$ cat src/rtl/mem_arb_pkg.sv
// Shared types for the I/D memory port arbiter.
// States, port ids and the line-width helper.
package mem_arb_pkg;

    localparam int NrPorts = 2;

    typedef enum logic [2:0] {
        IDLE,
        GNT_I_RD,
        GNT_D_RD,
        GNT_D_WR,
        DONE
    } arb_state_t;

    typedef enum logic [0:0] {
        PORT_I,
        PORT_D
    } port_id_t;

    function automatic int line_size(input int byte_offset_bits);
        return 32 * (2 ** byte_offset_bits) / 4;
    endfunction

endpackage

$ cat src/rtl/mem_port_arbiter_rr.sv
// Two-way round-robin pick.
// On a tie the port that was not granted last wins.
module rr_arbiter2
    import mem_arb_pkg::*;
(
    input  logic [NrPorts-1:0] req,
    input  port_id_t           last_grant,
    output logic               gnt_valid,
    output port_id_t           gnt
);

    // Pick a winner from the request vector
    always_comb begin
        gnt_valid = |req;
        gnt       = PORT_I;
        unique case (1'b1)
            (req[0] && req[1]):
                gnt = (last_grant == PORT_I) ? PORT_D : PORT_I;
            (req[1] && !req[0]):
                gnt = PORT_D;
            default:
                gnt = PORT_I;
        endcase
    end

endmodule

$ cat src/rtl/mem_port_arbiter.sv
// Shares the DRAM line port between I-cache and D-cache.
// Optional counters: define MEM_ARB_PERF_CNT_EN.
module mem_port_arbiter
    import mem_arb_pkg::*;
#(
    parameter  int ByteOffsetBits = 4,
    localparam int LineSize = line_size(ByteOffsetBits)
) (
    input  logic                clk_i,
    input  logic                rst_i,
    input  logic [31:0]         i_mem_addr_i,
    input  logic                i_mem_read_en_i,
    output logic                i_mem_read_valid_o,
    output logic [LineSize-1:0] i_mem_read_data_o,
    input  logic [31:0]         d_mem_addr_i,
    input  logic                d_mem_read_en_i,
    output logic                d_mem_read_valid_o,
    output logic [LineSize-1:0] d_mem_read_data_o,
    input  logic                d_mem_write_en_i,
    input  logic [LineSize-1:0] d_mem_write_data_i,
    output logic                d_mem_write_valid_o,
    output logic [31:0]         mem_addr_o,
    output logic                mem_read_en_o,
    input  logic                mem_read_valid_i,
    input  logic [LineSize-1:0] mem_read_data_i,
    output logic                mem_write_en_o,
    output logic [LineSize-1:0] mem_write_data_o,
    input  logic                mem_write_valid_i
`ifdef MEM_ARB_PERF_CNT_EN
    ,
    output logic [31:0]         i_grant_cnt_o,
    output logic [31:0]         d_grant_cnt_o,
    output logic [31:0]         conflict_cnt_o
`endif
);

    arb_state_t          state_q;
    arb_state_t          state_d;
    port_id_t            last_grant_q;
    port_id_t            pick;
    logic                pick_valid;
    logic [NrPorts-1:0]  req;
    logic                grant;
    logic [31:0]         addr_q;
    logic [LineSize-1:0] wdata_q;

    assign req = {d_mem_read_en_i | d_mem_write_en_i,
                  i_mem_read_en_i};

    rr_arbiter2 u_rr (
        .req        (req),
        .last_grant (last_grant_q),
        .gnt_valid  (pick_valid),
        .gnt        (pick)
    );

    assign grant = (state_q == IDLE) && pick_valid;

    assign mem_addr_o       = addr_q;
    assign mem_write_data_o = wdata_q;

    // State register
    always_ff @(posedge clk_i or posedge rst_i) begin
        if (rst_i) begin
            state_q <= IDLE;
        end else begin
            state_q <= state_d;
        end
    end

    // Next state: a grant lasts until the matching memory valid
    always_comb begin
        state_d = state_q;
        unique case (state_q)
            IDLE: begin
                if (pick_valid) begin
                    if (pick == PORT_I) begin
                        state_d = GNT_I_RD;
                    end else if (d_mem_write_en_i) begin
                        state_d = GNT_D_WR;
                    end else begin
                        state_d = GNT_D_RD;
                    end
                end
            end
            GNT_I_RD, GNT_D_RD: begin
                if (mem_read_valid_i) begin
                    state_d = DONE;
                end
            end
            GNT_D_WR: begin
                if (mem_write_valid_i) begin
                    state_d = DONE;
                end
            end
            DONE: state_d = IDLE;
            default: state_d = IDLE;
        endcase
    end

    // Latch winner, address and write line on grant entry
    always_ff @(posedge clk_i or posedge rst_i) begin
        if (rst_i) begin
            last_grant_q <= PORT_D;
            addr_q       <= '0;
            wdata_q      <= '0;
        end else if (grant) begin
            last_grant_q <= pick;
            if (pick == PORT_I) begin
                addr_q <= i_mem_addr_i;
            end else begin
                addr_q <= d_mem_addr_i;
                if (d_mem_write_en_i) begin
                    wdata_q <= d_mem_write_data_i;
                end
            end
        end
    end

    // Enables and completion routing to the granted port only
    always_comb begin
        mem_read_en_o       = 1'b0;
        mem_write_en_o      = 1'b0;
        i_mem_read_valid_o  = 1'b0;
        d_mem_read_valid_o  = 1'b0;
        d_mem_write_valid_o = 1'b0;
        i_mem_read_data_o   = '0;
        d_mem_read_data_o   = '0;
        unique case (state_q)
            GNT_I_RD: begin
                mem_read_en_o      = 1'b1;
                i_mem_read_valid_o = mem_read_valid_i;
                i_mem_read_data_o  = mem_read_data_i;
            end
            GNT_D_RD: begin
                mem_read_en_o      = 1'b1;
                d_mem_read_valid_o = mem_read_valid_i;
                d_mem_read_data_o  = mem_read_data_i;
            end
            GNT_D_WR: begin
                mem_write_en_o      = 1'b1;
                d_mem_write_valid_o = mem_write_valid_i;
            end
            default: ;
        endcase
    end

`ifdef MEM_ARB_PERF_CNT_EN
    // Grant and conflict counters, free-running wrap
    always_ff @(posedge clk_i or posedge rst_i) begin
        if (rst_i) begin
            i_grant_cnt_o  <= '0;
            d_grant_cnt_o  <= '0;
            conflict_cnt_o <= '0;
        end else if (state_q == IDLE) begin
            if (grant && pick == PORT_I) begin
                i_grant_cnt_o <= i_grant_cnt_o + 32'd1;
            end
            if (grant && pick == PORT_D) begin
                d_grant_cnt_o <= d_grant_cnt_o + 32'd1;
            end
            if (&req) begin
                conflict_cnt_o <= conflict_cnt_o + 32'd1;
            end
        end
    end
`endif

endmodule

$ cat config.mk
export PLATFORM = sky130hd
export DESIGN_NAME = mem_port_arbiter
export DESIGN_NICKNAME = d
export VERILOG_FILES = /design/src/rtl/mem_arb_pkg.sv /design/src/rtl/mem_port_arbiter_rr.sv /design/src/rtl/mem_port_arbiter.sv
export SDC_FILE = /design/constraint.sdc
export NUM_CORES = 1
export LEC_CHECK = 0
export CORE_AREA = 2 2 287 289
export CTS_BUF_LIST = sky130_fd_sc_hd__clkbuf_16
export CTS_CLUSTER_DIAMETER = 200
export DETAILED_ROUTE_END_ITERATION = 12
export DIE_AREA = 0 0 289 291
export PLACE_DENSITY = 0.43
export RECOVER_POWER = 100
export SYNTH_ARGS = -nofsm -noshare
export SYNTH_HDL_FRONTEND = slang
export SYNTH_SLANG_ARGS = --single-unit
$ cat constraint.sdc
create_clock -name clk_i -period 6 [get_ports clk_i]
set_clock_uncertainty 0.2 [all_clocks]
set_input_delay 1.8 -clock clk_i [delete_from_list [all_inputs] [get_ports clk_i]]
set_output_delay 1.8 -clock clk_i [all_outputs]
set_load 0.01 [all_outputs]
# ---- Yosys cells after proc, flatten, opt, wreduce, memory -nomap -nowiden
# Index checks and enable logic that the tools add are counted.
dict set report classes {
  eq_ne 6
  reduce_logical 9
  mux 16
  n_bitwise 1
}
# operator n
set op_table {}
lappend op_table {{128-bit two-way mux} 2}
lappend op_table {{32-bit two-way mux} 1}
lappend op_table {{3-bit two-way mux} 3}
lappend op_table {{3-bit one-hot mux with 3 select lines} 1}
lappend op_table {{1-bit two-way mux} 7}
lappend op_table {{3-bit by 2-bit == test with 1-bit output, second input constant} 2}
lappend op_table {{3-bit AND reduction} 2}
lappend op_table {{2-bit inequality test, second input constant} 2}
lappend op_table {{2-bit OR reduction} 2}
lappend op_table {{3-bit by 1-bit == test with 1-bit output, second input constant} 1}
lappend op_table {{1-bit logical AND} 3}
lappend op_table {{3-bit logical NOT} 1}
lappend op_table {{2-bit two-way mux} 1}
lappend op_table {{2-bit by 1-bit inequality test with 1-bit output, second input constant} 1}
lappend op_table {{1-bit one-hot mux with 2 select lines} 1}
lappend op_table {{1-bit logical NOT} 1}
lappend op_table {{1-bit OR} 1}
dict set report totals {
  reg_bits 164
  in_bits 327
  word_cells 36
}

# ---- Depth between registers and ports, before layout
# Gate-level depths: netlist of the first run.
dict set report logic_depth {
  word_depth 6
  ltp_mapped 6
  ltp_nobuf 3
}

# ---- By module
# Synthesis of the first run repeated with hierarchy kept, for this count alone.
dict set report unflattened {
  hier_cells 727
  hier_area_um2 8237.9
}
# mod area_per_inst_um2 n_inst seq_area_each_um2 cells_per_inst
set modules_own_cells {}
lappend modules_own_cells {mem_port_arbiter 8224.1 1 4105.2 725}
lappend modules_own_cells {rr_arbiter2 13.8 1 0.0 2}

# ---- Worst setup path after synthesis of the first run
# OpenSTA, ideal clock, no wires.
dict set report synth_path {
  kind {input-to-output}
  startpoint {input port mem_read_data_i[0]}
  endpoint {output port d_mem_read_data_o[0]}
  arrival_ps 1946
  n_path_buf 0
  path_stages 1
  slack_ps 2054
  t_required_ps 4000
  path_cell_list {and2_1}
}
dict set report synth_via {
  elab_chain_len 1
}
# item line_no
set synth_rtl {}
lappend synth_rtl {{start: declaration} mem_port_arbiter.sv:25} ;# input logic [LineSize-1:0] mem_read_data_i,
lappend synth_rtl {{128-bit two-way mux} mem_port_arbiter.sv:129} ;# unique case (state_q)
lappend synth_rtl {{end: declaration} mem_port_arbiter.sv:18} ;# output logic [LineSize-1:0] d_mem_read_data_o,
# Every way passes these cells.

# ---- Worst setup path after layout of the first run
dict set report layout_path {
  startpoint {input port mem_read_valid_i}
  endpoint {output port d_mem_read_valid_o}
}
dict set report layout_via {
  elab_chain_len 1
}
# item line_no
set layout_rtl {}
lappend layout_rtl {{start: declaration} mem_port_arbiter.sv:24} ;# input logic mem_read_valid_i,
lappend layout_rtl {{1-bit two-way mux} mem_port_arbiter.sv:129}
lappend layout_rtl {{end: declaration} mem_port_arbiter.sv:17} ;# output logic d_mem_read_valid_o,
# Every way passes these cells.

==> impl_metrics.env, run 1 <==
export IMPL_cts_setup_buffers=0
export IMPL_dieWidth_um=289
export IMPL_fin_crit_ps=5526
export IMPL_max_clock_path_buffers=2
export IMPL_rows=105
export IMPL_dr_pass1_iters=4
export IMPL_io_pins=748
export IMPL_critPathKind="primary input to primary output"
export IMPL_clock_latency_ps=460
export IMPL_netSwitchingFraction_pct=37.19
export IMPL_routedWlPerCell_um=21.34
export IMPL_clock_sinks=164
export IMPL_power_frac_seq_pct=27.6
export IMPL_area_growth_pct=98.81
export IMPL_synthFlopType="dfrtp_1"
export IMPL_vias=8110
export IMPL_globalRouteTotalUtil_pct=12.38
export IMPL_min_period_over_period_pct=92.11
export IMPL_leakagePower_nw=7.359
export IMPL_worst_hold_slack_ps=284.8
export IMPL_h_tree_depth=4
export IMPL_ys_types=25
export IMPL_crit_chain="dlygate4sd3_1, and2_0, clkdlybuf4s50_1"
export IMPL_netlist_area_leader_share_pct=46.12
export IMPL_async_flop_share_pct=100.0
export IMPL_final_common_cell="dlygate4sd3_1"
export IMPL_ir_drop_uv=263.5
export IMPL_crit_fanout=2
export IMPL_crit_path_end="d_mem_read_valid_o"
export IMPL_postLayoutCoreUtil_pct=21.66
export IMPL_fin_nets=1747
export IMPL_design_area_um2=17580
export IMPL_slowest_delay_ps=660
export IMPL_drc_errors=0
export IMPL_rsz0062_at_grt="no"
export IMPL_clock_fmax_mhz=180.9
export IMPL_drt_total_wl_um=53470
export IMPL_viasPerCell=3.236
export IMPL_grt_pass1_vias=8680
export IMPL_finalPower_mw=7.215
export IMPL_core_um2=81190
export IMPL_antenna_found_initial=25
export IMPL_min_path_type="register to register"
export IMPL_start_util_pct=10.89
export IMPL_portBuffers=747
export IMPL_grt_pass1_wl_um=71570
export IMPL_postSynthCellCount=693
export IMPL_cts_tree="built"
export IMPL_ys_seq_elements=164
export IMPL_placed_cell_area_um2=17520
export IMPL_r2r_slack_ps=2430
export IMPL_die_area_um2=84100
export IMPL_violations="capacitance limit, slew limit"
export IMPL_critPathRequiredTime_ps=4000
export IMPL_status="complete, but fails checks"
export IMPL_synth_top_cell_by_area="dfrtp_1"
export IMPL_syn_avg_cell_area_um2=12.76
export IMPL_final_cell_mix="396 x dlygate4sd3_1, 351 x clkdlybuf4s50_1, 235 x and2_1"
export IMPL_synth_seq_area_share_pct=46.41
export IMPL_gp_congestion=0.8643
export IMPL_tightestPinTransition_ps=2556
export IMPL_pwr_density_cell_nw_per_um2=410.3
export IMPL_power_frac_clock_pct=15.3
export IMPL_setup_worst_path_start_class="primary input"
export IMPL_maxCapViolCount=5
export IMPL_power_frac_comb_pct=57.1
export IMPL_p_sw_mw=2.683
export IMPL_r2r_cells=4
export IMPL_critPathCaptureType="primary output"
export IMPL_critPathLaunch="mem_read_valid_i"
export IMPL_synth_area_um2=8845
export IMPL_crit_arrival_ps=3530
export IMPL_reg2reg_to="mem_write_data_o[66]"
export IMPL_setup_viol=0
export IMPL_dp_final_hpwl_um=45520
export IMPL_cts_root_buf="clkbuf_16"
export IMPL_synth_top_cells_by_area="dfrtp_1 46%, mux2_4 20%, and2_1 18%"
export IMPL_reg2reg_from="state_q[0]"
export IMPL_power_internal_mw=4.532
export IMPL_hold_viol=0
export IMPL_drt_iter0_drc=212
export IMPL_die_y_um=291
export IMPL_syn_nets=1020
export IMPL_grt_remaining_overflow=0
export IMPL_clk_transition_reported_paths_ps=70
export IMPL_antenna_left=0
export IMPL_drive_gt1_share_pct=6.913
export IMPL_hold_buffers=0
export IMPL_grt_max_degree=129
export IMPL_ys_warn_count=0
export IMPL_maxSlewHeadroom_pct=-70.43
export IMPL_critPathSlowestCell="clkdlybuf4s50_1"
export IMPL_timing_setup_tns_ps=0
export IMPL_final_max_slew_viol_count=224
export IMPL_synth_edf_count=0
export IMPL_cts_resized_gates=0
export IMPL_cts_buffers=17
[layout make-up]
| type | instances | area [um^2] |
|---|---|---|
| Clock inverter | 14 | 137.6 |
| Tap cell | 1070 | 1339 |
| Inverter | 4 | 16.27 |
| Clock buffer | 17 | 425.4 |
| Sequential cell | 164 | 4105 |
| Timing Repair Buffer | 759 | 7580 |
| Antenna cell | 4 | 10.01 |
| Fill cell | 8870 | 63610 |
| Multi-Input combinational cell | 474 | 3971 |
[through the flow]
stage / setup WS (ps) / cells
after floorplan: 1916 / 693
final: 473.6 / 2506
after detailed placement: 576.7 / 2471
after CTS: 576.7 / 2502
after global routing: 302.0 / 2502
after global placement: 555.6 / 2471
[worst min-delay path by stage]
stage | cells past startpoint | start | end
final | 1 | mem_write_data_o[51] | mem_write_data_o[51]
after global routing | 1 | mem_write_data_o[58] | mem_write_data_o[58]
after CTS | 1 | mem_write_data_o[31] | mem_write_data_o[31]
after detailed placement | 1 | mem_write_data_o[51] | mem_write_data_o[51]
after global placement | 1 | mem_write_data_o[42] | mem_write_data_o[42]
after floorplan | 2 | last_grant_q | last_grant_q
[per-layer routing]
metal	vias to the layer above	GRT usage, %	part of all wire [%]
met1	3831	14.04	39
met5	-	0	0.060
met3	49	4.334	9.5
met4	6	2.879	1.5
li1	3740	-	-
met2	484	22.00	50
[flip-flops by register name, summed over array words and instances, names as in the netlist]
register,count
last_grant_q,1
mem_addr_o,32
mem_write_data_o,128
state_q,3
[synth_stat cells (2+ instances only)]
cell	number
nand2_1	2
inv_1	4
and2_1	259
dfrtp_1	163
mux2_2	73
buf_4	5
o21ai_0	2
nand3b_1	2
buf_2	6
mux2_4	120
nand2b_1	2
buf_6	14
nor2_1	5
clkbuf_1	25
[power groups by stage]
stage,Combinational (mW),Sequential (mW),Clock (mW)
2_1_floorplan,2.01,2.25,0
4_1_cts,5.02,2.04,1.18
3_3_place_gp,4.99,2.03,0
5_1_grt,4.45,2.07,1.22
3_5_place_dp,5.01,2.02,0
6_report,4.12,1.99,1.11
[critical path: cells and delay by family]
kind                   cells  cell delay, ps
buffers and inverters      2            1250
AND/OR/NAND/NOR            1             470
[cell families after synthesis]
family | share of synthesized area, %
and+or+nand+nor | 19.34
muxes | 29.66
DFF | 46.41
buffers and inverters | 3.834
AOI/OAI and AO/OA | 0.6507
xor gates and xnor gates | 0.09904
(Power assumes the default switching activity.)
==> inputs of run 2 (changes only) <==
--- a/config.mk
+++ b/config.mk
@@ -5,11 +5,12 @@
 export SDC_FILE = /design/constraint.sdc
 export NUM_CORES = 1
 export LEC_CHECK = 0
-export CORE_AREA = 2 2 287 289
+export ABC_AREA = 1
+export CORE_AREA = 2 2 290 292
 export CTS_BUF_LIST = sky130_fd_sc_hd__clkbuf_16
 export CTS_CLUSTER_DIAMETER = 200
 export DETAILED_ROUTE_END_ITERATION = 12
-export DIE_AREA = 0 0 289 291
+export DIE_AREA = 0 0 292 294
 export PLACE_DENSITY = 0.43
 export RECOVER_POWER = 100
 export SYNTH_ARGS = -nofsm -noshare
==> run 2 against run 1 <==
Against the previous run: the flow still finishes with violations (capacitance limit, slew limit); sequential share of layout area shrank 0.11 points; hold slack worse by 16 ps; routed wire length is 9.7% higher; cell area increased by 0.49%; via count is 26% higher; power shrank 8.1%; fmax down 0.28%; synthesized cell count rose by 75%; setup slack lost 16 ps; critical path depth rose by 1.
==> impl_metrics.env, run 2 <==
export IMPL_status="complete, but fails checks"
export IMPL_violations="capacitance limit, slew limit"
export IMPL_reg2reg_to="mem_addr_o[31]"
export IMPL_dieWidth_um=292
export IMPL_dr_pass1_iters=5
export IMPL_finalPower_mw=6.630
export IMPL_setup_ws_ps=457.9
export IMPL_final_common_cell="dlygate4sd3_1"
export IMPL_synth_edf_count=0
export IMPL_globalRouteTotalUtil_pct=13.20
export IMPL_ys_warn_count=0
export IMPL_cts_buffers=17
export IMPL_synth_area_um2=9032
export IMPL_ir_drop_uv=167.2
export IMPL_synthFlopType="dfrtp_1"
export IMPL_setup_viol=0
export IMPL_drc_errors=0
export IMPL_grt_remaining_overflow=0
export IMPL_rsz0062_at_grt="no"
export IMPL_ys_types=19
export IMPL_routedWlPerCell_um=19.38
export IMPL_synth_seq_area_share_pct=45.45
export IMPL_dp_final_hpwl_um=50760
export IMPL_cts_setup_buffers=0
export IMPL_reg2reg_from="state_q[2]"
export IMPL_final_max_slew_viol_count=65
export IMPL_portBuffers=747
export IMPL_clock_sinks=164
export IMPL_worst_hold_slack_ps=268.5
export IMPL_tightestPinTransition_ps=1536
export IMPL_critPathCaptureType="primary output"
export IMPL_setup_worst_path_start_class="primary input"
export IMPL_timing_setup_tns_ps=0
export IMPL_postSynthCellCount=1211
export IMPL_fin_nets=2256
export IMPL_synth_commonest_cells="298 x inv_1, 265 x nor2_1, 242 x nand2_1"
export IMPL_hold_buffers=0
export IMPL_critPathKind="primary input to primary output"
export IMPL_cts_resized_gates=0
export IMPL_ys_seq_elements=164
export IMPL_gp_congestion=0.9311
export IMPL_maxCapViolCount=2
export IMPL_clock_fmax_mhz=180.4
export IMPL_clock_latency_ps=470
export IMPL_pwr_density_cell_nw_per_um2=375.2
export IMPL_start_util_pct=10.90
export IMPL_yosys_cell_count_top_type="inv_1"
export IMPL_cts_root_buf="clkbuf_16"
export IMPL_core_um2=82890
export IMPL_die_y_um=294
export IMPL_cts_tree="built"
export IMPL_synth_top_cell_by_area="dfrtp_1"
export IMPL_final_cell_mix="421 x dlygate4sd3_1, 326 x clkdlybuf4s50_1, 300 x inv_1"
export IMPL_netlist_area_leader_share_pct=45.16
export IMPL_io_pins=748
export IMPL_crit_fanout=2
export IMPL_min_path_type="register to register"
export IMPL_min_period_over_period_pct=92.37
export IMPL_holdPathEnd="last_grant_q"
export IMPL_rows=106
export IMPL_maxSlewHeadroom_pct=-2.971
export IMPL_grt_pass1_wl_um=79350
export IMPL_syn_avg_cell_area_um2=7.459
export IMPL_r2r_cells=7
export IMPL_crit_arrival_ps=3540
export IMPL_die_area_um2=85850
export IMPL_place_ws_ps=574.0
export IMPL_grt_max_degree=75
export IMPL_hold_viol=0
export IMPL_drt_iter0_drc=322
export IMPL_antenna_found_initial=37
export IMPL_hold_path_depth=2
export IMPL_critPathRequiredTime_ps=4000
export IMPL_area_growth_pct=95.64
export IMPL_drive_gt1_share_pct=2.987
export IMPL_h_tree_depth=4
export IMPL_largest_reg_flops=128
export IMPL_r2r_slack_ps=2400
export IMPL_vias=10182
export IMPL_max_clock_path_buffers=2
export IMPL_drt_total_wl_um=58640
export IMPL_antenna_left=0
export IMPL_clk_transition_reported_paths_ps=80
export IMPL_async_flop_share_pct=100.0
export IMPL_viasPerCell=3.365
export IMPL_hp_start="last_grant_q"
export IMPL_fin_crit_ps=5542
export IMPL_synth_top_cells_by_area="dfrtp_1 45%, inv_1 12%, o21ai_2 12%"
export IMPL_leakagePower_nw=9.243
export IMPL_syn_nets=1538
export IMPL_grt_pass1_vias=10475
==> run 2: cell types whose count changed after synthesis, sizes merged, moves of 2 or more <==
cell / delta
nor2: +261
and2: -259
nor3: -2
nand2b: -2
nand2: +240
o2bb2ai: -2
mux2: -193
buf: +38
o211ai: +32
nand3: +6
o21ai: +126
inv: +297
clkbuf: -20
==> run 2: how the worst max path moves through the flow <==
| stage | from | endpoint | slack (ps) | cells after the start |
|---|---|---|---|---|
| 6_report | mem_read_data_i[30] | d_mem_read_data_o[30] | 460 | 4 |
| 5_1_grt | state_q[2] | d_mem_read_valid_o | 520 | 5 |
| 4_1_cts | mem_read_data_i[30] | d_mem_read_data_o[30] | 570 | 4 |
| 3_5_place_dp | mem_read_data_i[30] | d_mem_read_data_o[30] | 570 | 4 |
| 3_3_place_gp | mem_read_data_i[30] | d_mem_read_data_o[30] | 560 | 4 |
| 2_1_floorplan | rst_i | mem_addr_o[0] | 1920 | 1 |
==> run 2: report_power, final <==
part           switching (mW)  internal [mW]  leakage [nW]
combinational            1.95           1.68          6.93
sequential              0.274           1.63          2.04
clock                   0.521          0.573         0.274
==> run 2: kinds of logic (layout without fill, tap and decap cells) <==
logic type	Yosys count	in the layout	share of synthesized area [%]
AOI/OAI and AO/OA	160	160	14.74
DFF	164	164	45.45
and+or+nand+nor	517	517	21.73
other	0	4	0
buffers and inverters	370	1101	18.08
==> run 2: metal layers <==
metal / track usage, % / part of all wire [%]
met5: 0 / 0.18
met4: 5.167 / 3.7
met3: 4.569 / 7.4
met2: 25.46 / 54
met1: 12.76 / 35
==> run 2: worst max-delay path, cell delays in order <==
cell and delay [ps]:
clkdlybuf4s50_1 540, inv_1 90, nor2_1 420, dlygate4sd3_1 680
==> run 2: area by class of cell <==
type / count / area [um^2]
inverters: 301 / 1131
clock inverters: 15 / 130.1
well taps: 1080 / 1351
fillers: 9287 / 65220
clock buffers: 17 / 425.4
diodes: 4 / 10.01
repair buffers: 768 / 7605
flip-flops and latches: 164 / 4105
multi-input cells: 677 / 2913
==> run 2: metrics by stage <==
step | utilization (%) | instance area [um^2] | std cells
global placement | 21.22 | 17590 | 2990
global route | 21.32 | 17670 | 3026
detailed placement | 21.22 | 17590 | 2990
floorplan | - | 9036 | 1211
CTS | 21.89 | 18150 | 3022
finish | 21.32 | 17670 | 3026
==> inputs of run 3 (changes only) <==
--- a/config.mk
+++ b/config.mk
@@ -6,13 +6,13 @@
 export NUM_CORES = 1
 export LEC_CHECK = 0
 export ABC_AREA = 1
-export CORE_AREA = 2 2 290 292
+export CORE_AREA = 2 2 294 296
 export CTS_BUF_LIST = sky130_fd_sc_hd__clkbuf_16
 export CTS_CLUSTER_DIAMETER = 200
 export DETAILED_ROUTE_END_ITERATION = 12
-export DIE_AREA = 0 0 292 294
-export PLACE_DENSITY = 0.43
-export RECOVER_POWER = 100
+export DIE_AREA = 0 0 296 298
+export PLACE_DENSITY = 0.41
+export RECOVER_POWER = 50
 export SYNTH_ARGS = -nofsm -noshare
 export SYNTH_HDL_FRONTEND = slang
 export SYNTH_SLANG_ARGS = --single-unit
==> constraint.sdc (replaced) <==
create_clock -name clk_i -period 6.24 [get_ports clk_i]
set_clock_uncertainty 0.2 [all_clocks]
set_input_delay 1.872 -clock clk_i [delete_from_list [all_inputs] [get_ports clk_i]]
set_output_delay 1.872 -clock clk_i [all_outputs]
set_load 0.01 [all_outputs]
==> run 3 against run 2 <==
Against the previous run: the flow still finishes with violations (capacitance limit, slew limit); first-iteration DRC count up 43%; final cell count up 2.0%; global-route usage up 0.38 points; routed wire length up 5.4%; sequential share of layout area down 0.44 points; clock power about the same; hold slack better by 3.0 ps; register-to-register slack better by 70 ps; core utilization down 0.099 points.
==> impl_metrics.env, run 3 (synthesis gave the netlist of run 2 again) <==
export IMPL_status="complete, but fails checks"
export IMPL_violations="capacitance limit, slew limit"
export IMPL_h_tree_depth=4
export IMPL_crit_fanout=2
export IMPL_cts_setup_buffers=0
export IMPL_cts_root_buf="clkbuf_16"
export IMPL_power_frac_comb_pct=56.7
export IMPL_min_period_over_period_pct=88.57
export IMPL_setup_ws_ps=713.0
export IMPL_drc_errors=0
export IMPL_dr_pass1_iters=6
export IMPL_dieWidth_um=296
export IMPL_die_y_um=298
export IMPL_maxCapViolCount=4
export IMPL_clk_transition_reported_paths_ps=70
export IMPL_leakagePower_nw=8.545
export IMPL_viasPerCell=3.334
export IMPL_grt_remaining_overflow=0
export IMPL_power_internal_mw=3.897
export IMPL_timing_setup_tns_ps=0
export IMPL_netSwitchingFraction_pct=42.03
export IMPL_vias=10291
export IMPL_antenna_left=0
export IMPL_maxSlewHeadroom_pct=-26.41
export IMPL_cts_buffers=17
export IMPL_grt_pass1_wl_um=81600
export IMPL_start_util_pct=10.64
export IMPL_power_frac_clock_pct=16.3
export IMPL_placed_cells=3047
export IMPL_drive_gt1_share_pct=6.718
export IMPL_clock_sinks=164
export IMPL_min_path_type="register to register"
export IMPL_clock_latency_ps=490
export IMPL_hold_viol=0
export IMPL_largest_reg_flops=128
export IMPL_hold_buffers=0
export IMPL_tightestPinTransition_ps=1896
export IMPL_cts_resized_gates=0
export IMPL_pwr_density_cell_nw_per_um2=373.3
export IMPL_critPathCaptureType="primary output"
export IMPL_fill_cells=9641
export IMPL_io_pins=748
export IMPL_setup_worst_path_start_class="primary input"
export IMPL_p_sw_mw=2.825
export IMPL_max_clock_path_buffers=2
export IMPL_design_area_um2=18010
export IMPL_clock_fmax_mhz=180.9
export IMPL_critPathKind="primary input to primary output"
export IMPL_ir_drop_uv=198.3
export IMPL_drt_total_wl_um=61790
export IMPL_place_ws_ps=708.9
export IMPL_core_um2=84880
export IMPL_fin_nets=2249
export IMPL_gp_congestion=0.9374
export IMPL_grt_max_degree=114
export IMPL_rsz0062_at_grt="no"
export IMPL_routedWlPerCell_um=20.01
export IMPL_fin_crit_ps=5527
export IMPL_dp_final_hpwl_um=52610
export IMPL_cts_tree="built"
export IMPL_drt_iter0_drc=462
export IMPL_placed_cell_area_um2=17610
export IMPL_area_growth_pct=99.39
export IMPL_grt_pass1_vias=10410
export IMPL_final_max_slew_viol_count=197
export IMPL_worst_hold_slack_ps=271.5
export IMPL_die_area_um2=88210
export IMPL_setup_viol=0
export IMPL_globalRouteTotalUtil_pct=13.58
export IMPL_crit_arrival_ps=3460
export IMPL_rows=107
export IMPL_layoutNonFillerInstCount=3087
export IMPL_antenna_found_initial=46
export IMPL_final_cell_mix="586 x clkdlybuf4s50_1, 298 x inv_1, 266 x nor2_1"
export IMPL_power_frac_seq_pct=27.0
export IMPL_portBuffers=747
export IMPL_final_common_cell="clkdlybuf4s50_1"
export IMPL_critPathRequiredTime_ps=4170
-- run 3: changes by cell type in the layout (fill, tap and decap cells not counted), sizes merged --
cell	change
dlygate4sd3	-260
clkinv	+1
diode	+4
clkbuf	-8
bufinv	-1
buf	+1
clkdlybuf4s50	+260
-- run 3: routing by layer --
layer,up-vias,track usage (%),part of all wire (%)
met5,-,0,0.17
met1,4682,13.01,34
met4,18,7.864,5.2
met2,528,24.83,52
met3,129,4.841,8.3
li1,4934,-,-
-- run 3: critical path: stages --
cell and delay, ps:
clkdlybuf4s50_1 520, inv_1 90, nor2_1 340, clkdlybuf4s50_1 630
-- run 3: layout make-up --
cell class	count	area [um^2]	area share, %
repair buffers	761	7572	42.05
flip-flops and latches	164	4105	22.79
multi-input cells	677	3166	17.58
well taps	1144	1431	7.948
inverters	301	1131	6.280
clock buffers	17	425.4	2.362
clock inverters	15	158.9	0.8823
diodes	8	20.02	0.1112
-- run 3: worst paths after layout --
path	cells past startpoint	end	slack (ps)	from
max in group asynchronous	3	mem_write_data_o[28]	1400	rst_i
min in group asynchronous	2	mem_write_data_o[3]	1990	rst_i
worst max register to register	8	mem_addr_o[12]	2470	state_q[2]
worst min-delay path	2	mem_addr_o[23]	270	mem_addr_o[23]
worst min register to register	2	mem_addr_o[23]	270	mem_addr_o[23]
worst max-delay path	4	d_mem_read_data_o[28]	710	mem_read_data_i[28]
-- run 3: through the flow --
step	power, mW	utilization, %
2_1_floorplan	3.617	-
3_3_place_gp	6.011	20.75
3_5_place_dp	6.022	20.75
4_1_cts	7.193	21.44
5_1_grt	7.230	21.22
6_report	6.722	21.22
-- run 3: power by group through the flow --
stage	Sequential, mW	Clock [mW]	Combinational (mW)
2_1_floorplan	2.06	0	1.56
4_1_cts	1.85	1.16	4.18
5_1_grt	1.89	1.19	4.15
6_report	1.82	1.10	3.81
3_3_place_gp	1.84	0	4.17
3_5_place_dp	1.86	0	4.17
